## config.mk

```make
export PLATFORM = sky130hd
export DESIGN_NAME = mem_port_arbiter4
export DESIGN_NICKNAME = d
export VERILOG_FILES = /design/src/rtl/mem_port_arbiter4.sv
export SDC_FILE = /design/constraint.sdc
export NUM_CORES = 1
export LEC_CHECK = 0
export BUFFER_PORTS_ARGS = -buffer_cell sky130_fd_sc_hd__clkbuf_2
export CAP_MARGIN = 20
export CORE_ASPECT_RATIO = 1.1
export CORE_MARGIN = 2
export CORE_UTILIZATION = 53
export DETAILED_ROUTE_END_ITERATION = 6
export GPL_ROUTABILITY_DRIVEN = 0
export GPL_TIMING_DRIVEN = 0
export MAX_ROUTING_LAYER = met4
export PLACE_DENSITY = 0.8
export SETUP_SLACK_MARGIN = 0.05
export SLEW_MARGIN = 5
export SYNTH_ARGS = -nofsm -noshare
export SYNTH_HDL_FRONTEND = slang
export SYNTH_SLANG_ARGS = --single-unit
```

## constraint.sdc

```tcl
create_clock -name clk -period 4.15 [get_ports clk]
set_input_delay 0.415 -clock clk [delete_from_list [all_inputs] [get_ports clk]]
set_output_delay 0.415 -clock clk [all_outputs]
set_load 0.02 [all_outputs]
```

## src/rtl/mem_port_arbiter4.sv

```systemverilog
// mem_port_arbiter4: round-robin owner arbiter for a shared 4-input port.
// It produces a registered one-hot grant plus a 2-bit mux select. A grant
// is held until the owner drops its request or strobes done, and the next
// requester is handed the port on the same edge, with no idle cycle.
// Optional macro ARB_TIMEOUT_EN adds a hold counter. The counter forces a
// release after MAX_HOLD cycles and pulses timeout for one cycle.
// Handshake: req[i] is a level request. done[i] is read only while
// requester i is the owner. gnt[i] is the only acknowledge, and it changes
// only at a release edge or a reset edge.
module mem_port_arbiter4 #(
    parameter int MAX_HOLD = 16
) (
    input  logic       clk,
    input  logic       rst,
    input  logic [3:0] req,
    input  logic [3:0] done,
    output logic [3:0] gnt,
    output logic [1:0] sel,
    output logic       busy,
    output logic       timeout,
    output logic       dbg_state
);

    typedef enum logic {
        IDLE  = 1'b0,
        GRANT = 1'b1
    } state_t;

    state_t     state_q;
    logic [3:0] gnt_q;
    logic [1:0] sel_q;
    logic [1:0] ptr_q;
    logic       busy_q;
    logic       timeout_q;

    logic [1:0] owner;
    logic       nat_rel;
    logic       force_rel;
    logic       rel;
    logic [1:0] arb_ptr;
    logic       win_found;
    logic [1:0] win_idx;

`ifdef ARB_TIMEOUT_EN
    localparam int HW = $clog2(MAX_HOLD) + 1;
    localparam logic [HW-1:0] HOLD_LAST = HW'(MAX_HOLD - 1);
    logic [HW-1:0] hold_q;
`endif

    // First requester found when scanning from p upwards, wrapping mod 4.
    function automatic logic [2:0] pick(input logic [3:0] r, input logic [1:0] p);
        logic       found;
        logic [1:0] w;
        logic [1:0] idx;
        found = 1'b0;
        w     = 2'd0;
        for (int k = 0; k < 4; k++) begin
            idx = p + 2'(k);
            if (!found && r[idx]) begin
                found = 1'b1;
                w     = idx;
            end
        end
        return {found, w};
    endfunction

    // Release detection and next winner. On release, the old owner drops to lowest priority.
    always_comb begin
        owner   = sel_q;
        nat_rel = done[owner] | ~req[owner];
`ifdef ARB_TIMEOUT_EN
        force_rel = (hold_q == HOLD_LAST);
`else
        force_rel = 1'b0;
`endif
        rel     = (state_q == GRANT) && (nat_rel || force_rel);
        arb_ptr = rel ? 2'(owner + 2'd1) : ptr_q;
        {win_found, win_idx} = pick(req, arb_ptr);
    end

    // Arbiter FSM with registered grant, select, busy and timeout outputs.
    always_ff @(posedge clk) begin
        if (rst) begin
            state_q   <= IDLE;
            gnt_q     <= 4'b0000;
            sel_q     <= 2'b00;
            ptr_q     <= 2'b00;
            busy_q    <= 1'b0;
            timeout_q <= 1'b0;
`ifdef ARB_TIMEOUT_EN
            hold_q    <= '0;
`endif
        end else begin
            case (state_q)
                IDLE: begin
                    timeout_q <= 1'b0;
                    if (win_found) begin
                        state_q <= GRANT;
                        gnt_q   <= 4'b0001 << win_idx;
                        sel_q   <= win_idx;
                        busy_q  <= 1'b1;
`ifdef ARB_TIMEOUT_EN
                        hold_q  <= '0;
`endif
                    end
                end
                GRANT: begin
                    if (rel) begin
                        ptr_q     <= arb_ptr;
                        timeout_q <= force_rel & ~nat_rel;
`ifdef ARB_TIMEOUT_EN
                        hold_q    <= '0;
`endif
                        if (win_found) begin
                            gnt_q <= 4'b0001 << win_idx;
                            sel_q <= win_idx;
                        end else begin
                            state_q <= IDLE;
                            gnt_q   <= 4'b0000;
                            busy_q  <= 1'b0;
                        end
                    end else begin
                        timeout_q <= 1'b0;
`ifdef ARB_TIMEOUT_EN
                        hold_q    <= hold_q + 1'b1;
`endif
                    end
                end
                default: state_q <= IDLE;
            endcase
        end
    end

    assign gnt       = gnt_q;
    assign sel       = sel_q;
    assign busy      = busy_q;
    assign timeout   = timeout_q;
    assign dbg_state = state_q;

endmodule

```

Yosys cells after proc, flatten, opt, wreduce, memory -nomap -nowiden
Index checks and enable logic that the tools add are counted.
Widths: inputs -> output; s select.

storage, ports and cells
  register bits = 10
  input bits = 10
  word-level logic and storage cells = 66

cells by class
  add/subtract/negate cells = 4
  $lt $le $gt $ge = 5
  equality and inequality tests = 3
  shifts and indexed selects = 1
  multiplexer cells = 35
  bitwise gates (word level) = 3
  reductions and logical operators = 10

operators by type and width
  operator             count
  $lt 2x3->1 const B   5
  $mux 1               15
  $mux 2               7
  $bmux 1 s2           6
  $mux 4               3
  $pmux 4 s2           1
  $add 2x1->2 const B  2
  $add 2x2->2 const B  2
  $logic_and 1x1->1    4
  $ne 2x2->1 const B   2
  $pmux 1 s2           2
  $pmux 2 s2           1
  $reduce_and 2->1     2
  $shl 1x2->4 const A  1
  $logic_not 1->1      3
  $reduce_and 3->1     1
  $ne 2x1->1 const B   1
  $not 1->1            2
  $or 1x1->1           1

Longest topological paths before layout
  word-level depth = 22
  depth in mapped cells = 7
  depth with buffers taken out = 6

Least setup slack after synthesis
OpenSTA, ideal clock, no wires.

  path kind = reg-to-reg
  from = register sel_q[0] (netlist: sel[0])
  to = register gnt_q[2] (netlist: gnt[2])
  setup time = 117 ps
  arrival time = 1863 ps
  setup slack = 2169 ps
  cell stages (with the launch flop) = 6
  path buffers = 0
  period minus slack after synthesis = 1981 ps
  cell sequence = dfxtp_1 and4bb_4 or4b_4 o221ai_1 a22oi_1 a32o_1

on the way
  longest elaborated chain between the ends = 22
  elaborated cells on any way between the ends = 42

RTL lines
  what                                                                  line  RTL
  from (decl)                                                           31    logic [1:0] sel_q;
  from (signal assigned)                                                100   sel_q <= win_idx;
  from (signal assigned)                                                116   sel_q <= win_idx;
  parallel branches: the longest is 22 deep, another holds $add 2x1->2  -
  to (signal assigned)                                                  99    gnt_q <= 4'b0001 << win_idx;
  to (signal assigned)                                                  115   gnt_q <= 4'b0001 << win_idx;
  to (decl)                                                             30    logic [3:0] gnt_q;

Parallel ways; which one is timed is not known. The select of a mux whose other input is x is not followed.
A chain may end at the register's enable or synchronous reset.

Worst setup path after layout
  from = register sel_q[1] (netlist: sel[1])
  to = register gnt_q[0] (netlist: gnt[0])

The elaborated chain is that of the path after synthesis.

==> flow_metrics.tcl <==
set metrics [dict create \
    outcome "finished clean" \
    path_clk_slew_ns 0.06 \
    syn_to_final_growth_pct 17.27 \
    endpoint_kind "flip-flop" \
    slew_viol_final 0 \
    netSwitchingPower_mw 0.1133 \
    fin_util_pct 66.91 \
    multi_input_area_um2 546.8 \
    setup_ws_ns 2.041 \
    yosysWarnings 0 \
    die_y_um 44.48 \
    synth_area_leaders "dfxtp_1 25%, nand2_1 5.2%, and4bb_4 4.1%, a21oi_1 3.8%, nor2_1 3.8%" \
    syn_inst 96 \
    portBuffers 16 \
    p_per_area_mw_per_mm2 347.1 \
    period_share_pct 50.82 \
    post-cts-setup-buffers 0 \
    relSlewSlack_pct 50.74 \
    cts_resized 0 \
    antenna_found_initial 0 \
    tightest_slew_ns 0.7321 \
    fillers 120 \
    cts_hold_buf 0 \
    rows 14 \
    p_sw_share_pct 35.24 \
    synth_top_area_share_pct 25.36 \
    pwr-share-clk_pct 27.0 \
    crit_arrival_ns 2.27 \
    power_mw 0.3214 \
    worstPathRequired_ns 4.31 \
    most-common-layout-cells "16 x clkbuf_2, 11 x nand2_1, 10 x dfxtp_1" \
    synth_edf_count 0 \
    numClockSinks 10 \
    drive_gt1_share_pct 28.45 \
    wl_per_cell_um 14.56 \
    hold_viol_final 0 \
    synth-seq-cells 10 \
    initial_utilization_pct 57.05 \
    syn_area_per_cell_um2 8.224 \
    synth_fp_nets 106 \
    regArea_um2 200.2 \
    cts_max_level 1 \
    vdd_ir_drop_max_v 0.0002714 \
    drt.antenna.violating_nets 0 \
    synth_cell_types 47 \
    coreArea_mm2 0.001384 \
    startpoint_type "flip-flop" \
    cap_violations 0 \
    yosysTopAreaCell "dfxtp_1" \
    cts_tree "yes" \
    skew_ns 0.001822 \
    grt-ovfl-total 0 \
    routed_wl_um 1922 \
    synth_area_um2 789.5 \
    period_minus_slack_ns 2.109 \
    p_int_mw 0.2081 \
    dp_slack_ns 1.915 \
    clock_path_buffers 2 \
    ys_seq_area_share_pct 25.36 \
    place_inst 128 \
    drcViolationCount 0 \
    grt_pass1_wl_um 3070 \
    max_freq_ghz 0.4741 \
    grt_pass1_vias 691 \
    nNetsFinal 127 \
    setup-violations-final 0 \
    die-area_mm2 0.001815 \
    antenna_cells 0 \
    track_usage_pct 25.58 \
    grt_max_degree 11 \
    sequentialPowerShare_pct 36.4 \
    die_x_um 40.80 \
    vias 832 \
    worstSetupPathType "reg2reg" \
    comb_power_share_pct 36.6 \
    cellLeakagePower_nw 0.3903 \
    min_path_type "reg2reg" \
    stdcell_count 132 \
    clock_latency_ns 0.27 \
    cts_root_buffer "clkbuf_4" \
    hpwlAfterDp_um 1491 \
    tns_ns 0 \
    rsz0062_at_grt "false" \
    drtPass1Iterations 4 \
    path_max_fanout 7 \
    pin_count 19 \
    first_iter_violations 22 \
    final_common_cell "clkbuf_2" \
    viasPerCell 6.303 \
    synthArstFlopShare_pct 0 \
    ys.flop_type "dfxtp_1" \
    cts_buffers 3 \
]
-- path summary, 6_finish.rpt --
kind / startpoint / to / slack (ns) / depth (start not counted)
min reg2reg: gnt[3] / gnt[3] / 0.46 / 1
min: gnt[3] / gnt[3] / 0.46 / 1
max reg2reg: sel[1] / gnt[0] / 2.04 / 6
max: sel[1] / gnt[0] / 2.04 / 6
-- synth_stat cells (all sizes together) (2+ instances only) --
cell type,n
nand2,12
dfxtp,10
nor2b,4
and4bb,2
a31oi,2
nand2b,3
a21oi,6
o211ai,3
o2bb2ai,2
nor2,9
nor4,2
o22ai,2
inv,3
o21ai,4
a32o,2
buf,4
or4b,2
o221ai,2
-- final cells by class --
| class | instances | share of cell area, % |
|---|---|---|
| inverter | 3 | 1.216 |
| clock buffer | 4 | 3.919 |
| sequential | 10 | 21.62 |
| buffer | 5 | 3.378 |
| multi-input combinational | 78 | 59.05 |
| tap | 16 | 2.162 |
| timing repair buffer | 16 | 8.649 |
-- critical path, stage by stage, from the launching register on --
cell and delay, ns:
dfxtp_1 0.43, and4bb_4 0.24, nor4b_2 0.45, nand4_1 0.15, a22oi_1 0.40, inv_1 0.08, a32o_1 0.25
-- power by group through the flow --
| stage | combinational [mW] | sequential (mW) | clock [mW] |
|---|---|---|---|
| after floorplan | 0.0778 | 0.126 | 0 |
| after global placement | 0.115 | 0.119 | 0 |
| after detailed placement | 0.116 | 0.119 | 0 |
| after CTS | 0.117 | 0.117 | 0.0884 |
| after global routing | 0.130 | 0.119 | 0.0915 |
| final | 0.118 | 0.117 | 0.0868 |
-- registers in the layout, indices dropped and copies added, names as in the netlist --
signal and cells:
busy 1, dbg_state 1, ptr_q 2, gnt 4
sel 2
-- cell families (layout without fill, tap and decap cells) --
family | after synthesis | in the layout | share of synthesized area, %
other | 1 | 1 | 0.4750
buffers and inverters | 8 | 28 | 5.387
multiplexers | 1 | 1 | 1.268
AND/OR/NAND/NOR | 42 | 42 | 34.07
flip-flops | 10 | 10 | 25.36
XOR/XNOR | 1 | 1 | 1.110
AO/OA/AOI/OAI | 33 | 33 | 32.33
-- routing by layer --
layer	GRT usage, %	share of wire, %	vias up
met2	40.63	47	40
met1	30.00	43	378
met4	13.33	2.5	0
li1	-	-	407
met5	-	0	-
met3	3.518	7.3	7
-- per-stage QoR --
step                      hold WS (ns)  cell area [um2]
after floorplan                 0.5444            789.5
final                           0.4638            925.9
after CTS                       0.4676            925.9
after detailed placement        0.4466            889.6
after global placement          0.4540            889.6
after global routing            0.4904            925.9
(Power assumes the default switching activity.)
